[src/rtl/spi_pkg.sv]
// Shared types and constants for the SPI master transmitter.
package spi_pkg;

    typedef enum logic [2:0] {IDLE, SETUP, SHIFT, HOLD, GAP} spi_state_t;

    localparam int SPI_BITS        = 8;
    localparam int SPI_CLK_DIV_MIN = 6;

    function automatic int spi_max3(input int a, input int b, input int c);
        int m;
        m = (a > b) ? a : b;
        return (m > c) ? m : c;
    endfunction

endpackage

[src/rtl/spi_sck_gen.sv]
// SCK phase generator: CLK_DIV cycles low then CLK_DIV cycles high per bit while en is high.
module spi_sck_gen
    import spi_pkg::*;
#(
    parameter int CLK_DIV = 8
) (
    input  logic clk_in,
    input  logic rst_in,
    input  logic en,
    output logic sck,
    output logic rise_stb,
    output logic fall_stb,
    output logic last_bit
);

    localparam int PH_W  = $clog2(CLK_DIV);
    localparam int BIT_W = $clog2(SPI_BITS);

    logic [PH_W-1:0]  phase_q;
    logic [BIT_W-1:0] bit_q;
    logic             ph_end;

    assign ph_end = (phase_q == PH_W'(CLK_DIV - 1));

    // Everything restarts from the first low phase whenever SHIFT is not active.
    always_ff @(posedge clk_in) begin
        if (rst_in || !en) begin
            phase_q  <= '0;
            bit_q    <= '0;
            sck      <= 1'b0;
            rise_stb <= 1'b0;
        end else begin
            rise_stb <= ph_end && !sck;
            if (ph_end) begin
                phase_q <= '0;
                sck     <= !sck;
                if (sck) bit_q <= bit_q + BIT_W'(1);
            end else begin
                phase_q <= phase_q + PH_W'(1);
            end
        end
    end

    // rise_stb marks the first high cycle; fall_stb marks the last high cycle.
    assign fall_stb = en && ph_end && sck;
    assign last_bit = (bit_q == BIT_W'(SPI_BITS - 1));

endmodule

[src/rtl/spi_master_tx.sv]
// SPI mode-0 master, one MSB-first byte per CS frame.
// Define SPI_RX_CAPTURE_EN to capture MISO into rx_data; otherwise rx_data reads 0x00.
module spi_master_tx
    import spi_pkg::*;
#(
    parameter int CLK_DIV  = 8,
    parameter int CS_SETUP = 8,
    parameter int CS_HOLD  = 8,
    parameter int CS_GAP   = 16
) (
    input  logic       clk_in,
    input  logic       rst_in,
    input  logic       tx_valid,
    input  logic [7:0] tx_data,
    output logic       tx_ready,
    output logic       busy,
    output logic       done,
    output logic [7:0] rx_data,
    output logic       spi_cs,
    output logic       spi_sck,
    output logic       spi_mosi,
    input  logic       spi_miso
);

    localparam int CNT_W = $clog2(spi_max3(CS_SETUP, CS_HOLD, CS_GAP) + 1);

    if (CLK_DIV < SPI_CLK_DIV_MIN) begin : g_bad_clk_div
        $error("spi_master_tx: CLK_DIV must be at least %0d", SPI_CLK_DIV_MIN);
    end
    if (CS_SETUP < 1 || CS_HOLD < 1 || CS_GAP < 1) begin : g_bad_cs_timing
        $error("spi_master_tx: CS_SETUP, CS_HOLD and CS_GAP must be at least 1");
    end

    spi_state_t          state_q, state_d;
    logic [CNT_W-1:0]    cnt_q, cnt_d;
    logic [SPI_BITS-1:0] tx_shift;
    logic                accept, cs_d, ready_d, busy_d, done_d;
    logic                rise_stb, fall_stb, last_bit;

    spi_sck_gen #(.CLK_DIV(CLK_DIV)) u_sck_gen (
        .clk_in   (clk_in),
        .rst_in   (rst_in),
        .en       (state_q == SHIFT),
        .sck      (spi_sck),
        .rise_stb (rise_stb),
        .fall_stb (fall_stb),
        .last_bit (last_bit)
    );

    always_comb begin
        state_d = state_q;
        cnt_d   = cnt_q;
        accept  = 1'b0;
        case (state_q)
            IDLE: if (tx_valid) begin
                accept  = 1'b1;
                state_d = SETUP;
                cnt_d   = CNT_W'(CS_SETUP - 1);
            end
            SETUP: if (cnt_q == '0) state_d = SHIFT;
                   else cnt_d = cnt_q - CNT_W'(1);
            SHIFT: if (fall_stb && last_bit) begin
                state_d = HOLD;
                cnt_d   = CNT_W'(CS_HOLD - 1);
            end
            HOLD: if (cnt_q == '0) begin
                state_d = GAP;
                cnt_d   = CNT_W'(CS_GAP - 1);
            end else cnt_d = cnt_q - CNT_W'(1);
            GAP: if (cnt_q == '0) state_d = IDLE;
                 else cnt_d = cnt_q - CNT_W'(1);
            default: state_d = IDLE;
        endcase
        // Outputs are registered from the next state so they line up with it.
        cs_d    = !(state_d inside {SETUP, SHIFT, HOLD});
        ready_d = (state_d == IDLE);
        busy_d  = (state_d != IDLE);
        done_d  = (state_q == HOLD) && (state_d == GAP);
    end

    always_ff @(posedge clk_in) begin
        if (rst_in) begin
            state_q  <= IDLE;
            cnt_q    <= '0;
            spi_cs   <= 1'b1;
            tx_ready <= 1'b1;
            busy     <= 1'b0;
            done     <= 1'b0;
            spi_mosi <= 1'b0;
        end else begin
            state_q  <= state_d;
            cnt_q    <= cnt_d;
            spi_cs   <= cs_d;
            tx_ready <= ready_d;
            busy     <= busy_d;
            done     <= done_d;
            // MOSI moves only on SCK fall, never after the final bit.
            if (accept)                     spi_mosi <= tx_data[SPI_BITS-1];
            else if (fall_stb && !last_bit) spi_mosi <= tx_shift[SPI_BITS-2];
        end
    end

    always_ff @(posedge clk_in) begin
        if (accept)                     tx_shift <= tx_data;
        else if (fall_stb && !last_bit) tx_shift <= {tx_shift[SPI_BITS-2:0], 1'b0};
    end

`ifdef SPI_RX_CAPTURE_EN
    logic [SPI_BITS-1:0] rx_shift;

    always_ff @(posedge clk_in) begin
        if (rise_stb) rx_shift <= {rx_shift[SPI_BITS-2:0], spi_miso};
    end

    always_ff @(posedge clk_in) begin
        if (rst_in)      rx_data <= '0;
        else if (done_d) rx_data <= rx_shift;
    end
`else
    logic unused_rx;

    assign unused_rx = spi_miso ^ rise_stb;
    assign rx_data   = '0;
`endif

endmodule

[config.mk]
export PLATFORM = sky130hd
export DESIGN_NAME = spi_master_tx
export DESIGN_NICKNAME = d
export VERILOG_FILES = /design/src/rtl/spi_pkg.sv /design/src/rtl/spi_sck_gen.sv /design/src/rtl/spi_master_tx.sv
export SDC_FILE = /design/constraint.sdc
export NUM_CORES = 1
export LEC_CHECK = 0
export ABC_AREA = 1
export BUFFER_PORTS_ARGS = -buffer_cell sky130_fd_sc_hd__clkbuf_2
export CAP_MARGIN = 20
export CORE_MARGIN = 1
export CORE_UTILIZATION = 55
export CTS_CLUSTER_DIAMETER = 120
export DETAILED_ROUTE_END_ITERATION = 8
export GPL_TIMING_DRIVEN = 0
export PLACE_DENSITY = 0.83
export SYNTH_ARGS = -nofsm -noshare
export SYNTH_HDL_FRONTEND = slang
export SYNTH_HIERARCHICAL = 1
export SYNTH_SLANG_ARGS = --single-unit
[constraint.sdc]
create_clock -name clk_in -period 2.2 [get_ports clk_in]
set_clock_uncertainty 0.05 [all_clocks]
set_input_delay 0.33 -clock clk_in [delete_from_list [all_inputs] [get_ports clk_in]]
set_output_delay 0.33 -clock clk_in [all_outputs]
set_load 0.1 [all_outputs]
==> impl_metrics.py <==
metrics = {
    "routing": {
        "routed_via_density": 4.76,
        "drc": 0,
        "post_drt_wl_per_cell_um": 9.88,
        "antenna_left": 0,
        "drtIter0Drc": 25,
        "vias": 1171,
        "routed_wl_um": 2430,
        "first_pass_iters": 4,
    },
    "worst_setup_path": {
        "worst_setup_path_start_kind": "flop",
        "crit_type": "flop to flop",
        "path_max_fanout": 6,
        "crit_required_ps": 2370,
        "worstPathArrival_ps": 2060,
        "cp-end-kind": "flop",
    },
    "placed_design": {
        "dp.cells": 242,
        "dp_hpwl_um": 1950,
        "io_buffer_count": 16,
        "place_congestion": 0.883,
    },
    "power_and_ir_drop": {
        "p_switching_mw": 0.503,
        "clockPowerShare_pct": 15.9,
        "swShare_pct": 39.3,
        "ir_drop_mv": 0.726,
        "power.leakage_nw": 0.846,
        "pwr-share-comb_pct": 37.2,
        "internal-power_mw": 0.778,
        "seq_power_share_pct": 46.9,
        "power_density_nw_per_um2": 774,
        "power_mw": 1.28,
    },
    "global_route": {
        "antenna_found_initial": 0,
        "overflow": 0,
        "grt_pass1_wl_um": 4000,
        "grt_max_degree": 15,
        "grt_pass1_vias": 978,
        "track_usage_pct": 19.3,
    },
    "min_path": {
        "hold_class": "input pin to flop",
    },
    "finish": {
        "layout_common_cells": "nand2_1 (42), nor2_1 (27), inv_1 (25)",
        "seqCellArea_um2": 611,
        "antennaDiodeCount": 0,
        "fillers": 229,
        "final_common_cell": "nand2_1",
        "stdcell_count": 246,
        "multiInputGateArea_um2": 723,
        "area_growth_syn_to_layout_pct": 11.5,
        "final_core_util_pct": 65.6,
        "nNetsFinal": 235,
        "drive_gt1_share_pct": 24.5,
    },
    "clocking": {
        "cts_tree": "done",
        "cts_resized": 0,
        "clkTransAtPathRegs_ps": 130,
        "cts.hold.buffers_added": 0,
        "htreeDepth": 1,
        "insertion_delay_ps": 310,
        "cts_buffers": 3,
        "post_cts_buffers": 0,
        "clock_path_buffers": 2,
        "ctsRootBufferMaster": "clkbuf_4",
        "clock-sinks": 27,
    },
    "timing": {
        "report.final.hold_viol_count": 0,
        "min_period_ps": 1880,
        "max_slew_margin_pct": 64.2,
        "setup_tns_ps": 0,
        "finalCritPeriodShare_pct": 85.6,
        "max_freq_mhz": 531,
        "rsz0062_at_grt": "false",
        "finalMaxSlewViolations": 0,
        "final-setup-viol-count": 0,
        "worstMarginPinSlew_ps": 540,
        "whs_ps": 206,
    },
    "floorplanning": {
        "dieArea_um2": 2910,
        "row_count": 18,
        "die_height_um": 53.9,
        "core-area_um2": 2520,
        "io-pin-count": 26,
        "start_util_pct": 58.8,
        "die_w_um": 53.9,
    },
    "logic_synthesis": {
        "yosysWarningCount": 6,
        "avgSynthCellArea_um2": 7.85,
        "syn_area_um2": 1480,
        "syn_inst": 189,
    },
    "run": {
        "drv_cap": 0,
    },
    "outcome": {
        "status": "completed",
    },
}
## state kept, by name (all words and copies together) (netlist names)
signal,flops
tx_shift,7
u_sck_gen/phase_q,3
spi_mosi,1
cnt_q,5
spi_cs,1
u_sck_gen/bit_q,3
state_q,3
busy,1
tx_ready,1
u_sck_gen/sck,1
done,1
## stage by stage
step	setup slack, ps	area, um^2
6_report	317	1650
5_1_grt	82.2	1650
4_1_cts	302	1650
3_5_place_dp	340	1630
3_3_place_gp	346	1630
2_1_floorplan	67.7	1510
## critical path, stage by stage, from the launching register on
cell and delay (ps):
dfxtp_1 360, ha_1 150, ha_1 240, nand2_2 120
nor2_1 170, nand2_1 120, nand3_1 90, nand3_1 110
nor2_4 180, nand2_1 70, nor2_1 90, nor2_1 50
## power by group through the flow
stage / logic, mW / clock network [mW] / registers [mW]
final: 0.476 / 0.203 / 0.601
after global routing: 0.522 / 0.234 / 0.609
after CTS: 0.478 / 0.213 / 0.601
after detailed placement: 0.476 / 0 / 0.612
after global placement: 0.469 / 0 / 0.611
after floorplan: 0.316 / 0 / 0.697
## layout make-up
cell class	instances	share of cell area (%)
multi-input combinational	132	43.7
sequential	27	36.9
inverter	28	6.35
timing repair buffer	16	4.84
buffer	9	4.31
tap	30	2.27
clock buffer	4	1.59
## final timing paths
| kind | startpoint | to | slack (ps) | cells after the start |
|---|---|---|---|---|
| min | tx_data[7] | spi_mosi | 210 | 3 |
| max reg2reg | u_sck_gen/phase_q[0] | cnt_q[0] | 320 | 11 |
| max | u_sck_gen/phase_q[0] | cnt_q[0] | 320 | 11 |
| min reg2reg | u_sck_gen/phase_q[0] | u_sck_gen/phase_q[0] | 380 | 1 |
## per-layer routing
| layer | share of wire, % | track usage, % | routed length (um) | vias up |
|---|---|---|---|---|
| met5 | 0 | 0 | 0 | - |
| met4 | 0.41 | 2.63 | 10 | 0 |
| met3 | 4.8 | 5.93 | 116 | 2 |
| met2 | 47 | 32.5 | 1150 | 32 |
| met1 | 48 | 24.4 | 1160 | 507 |
| li1 | - | - | - | 630 |
Power figures use the tool's default switching activity.
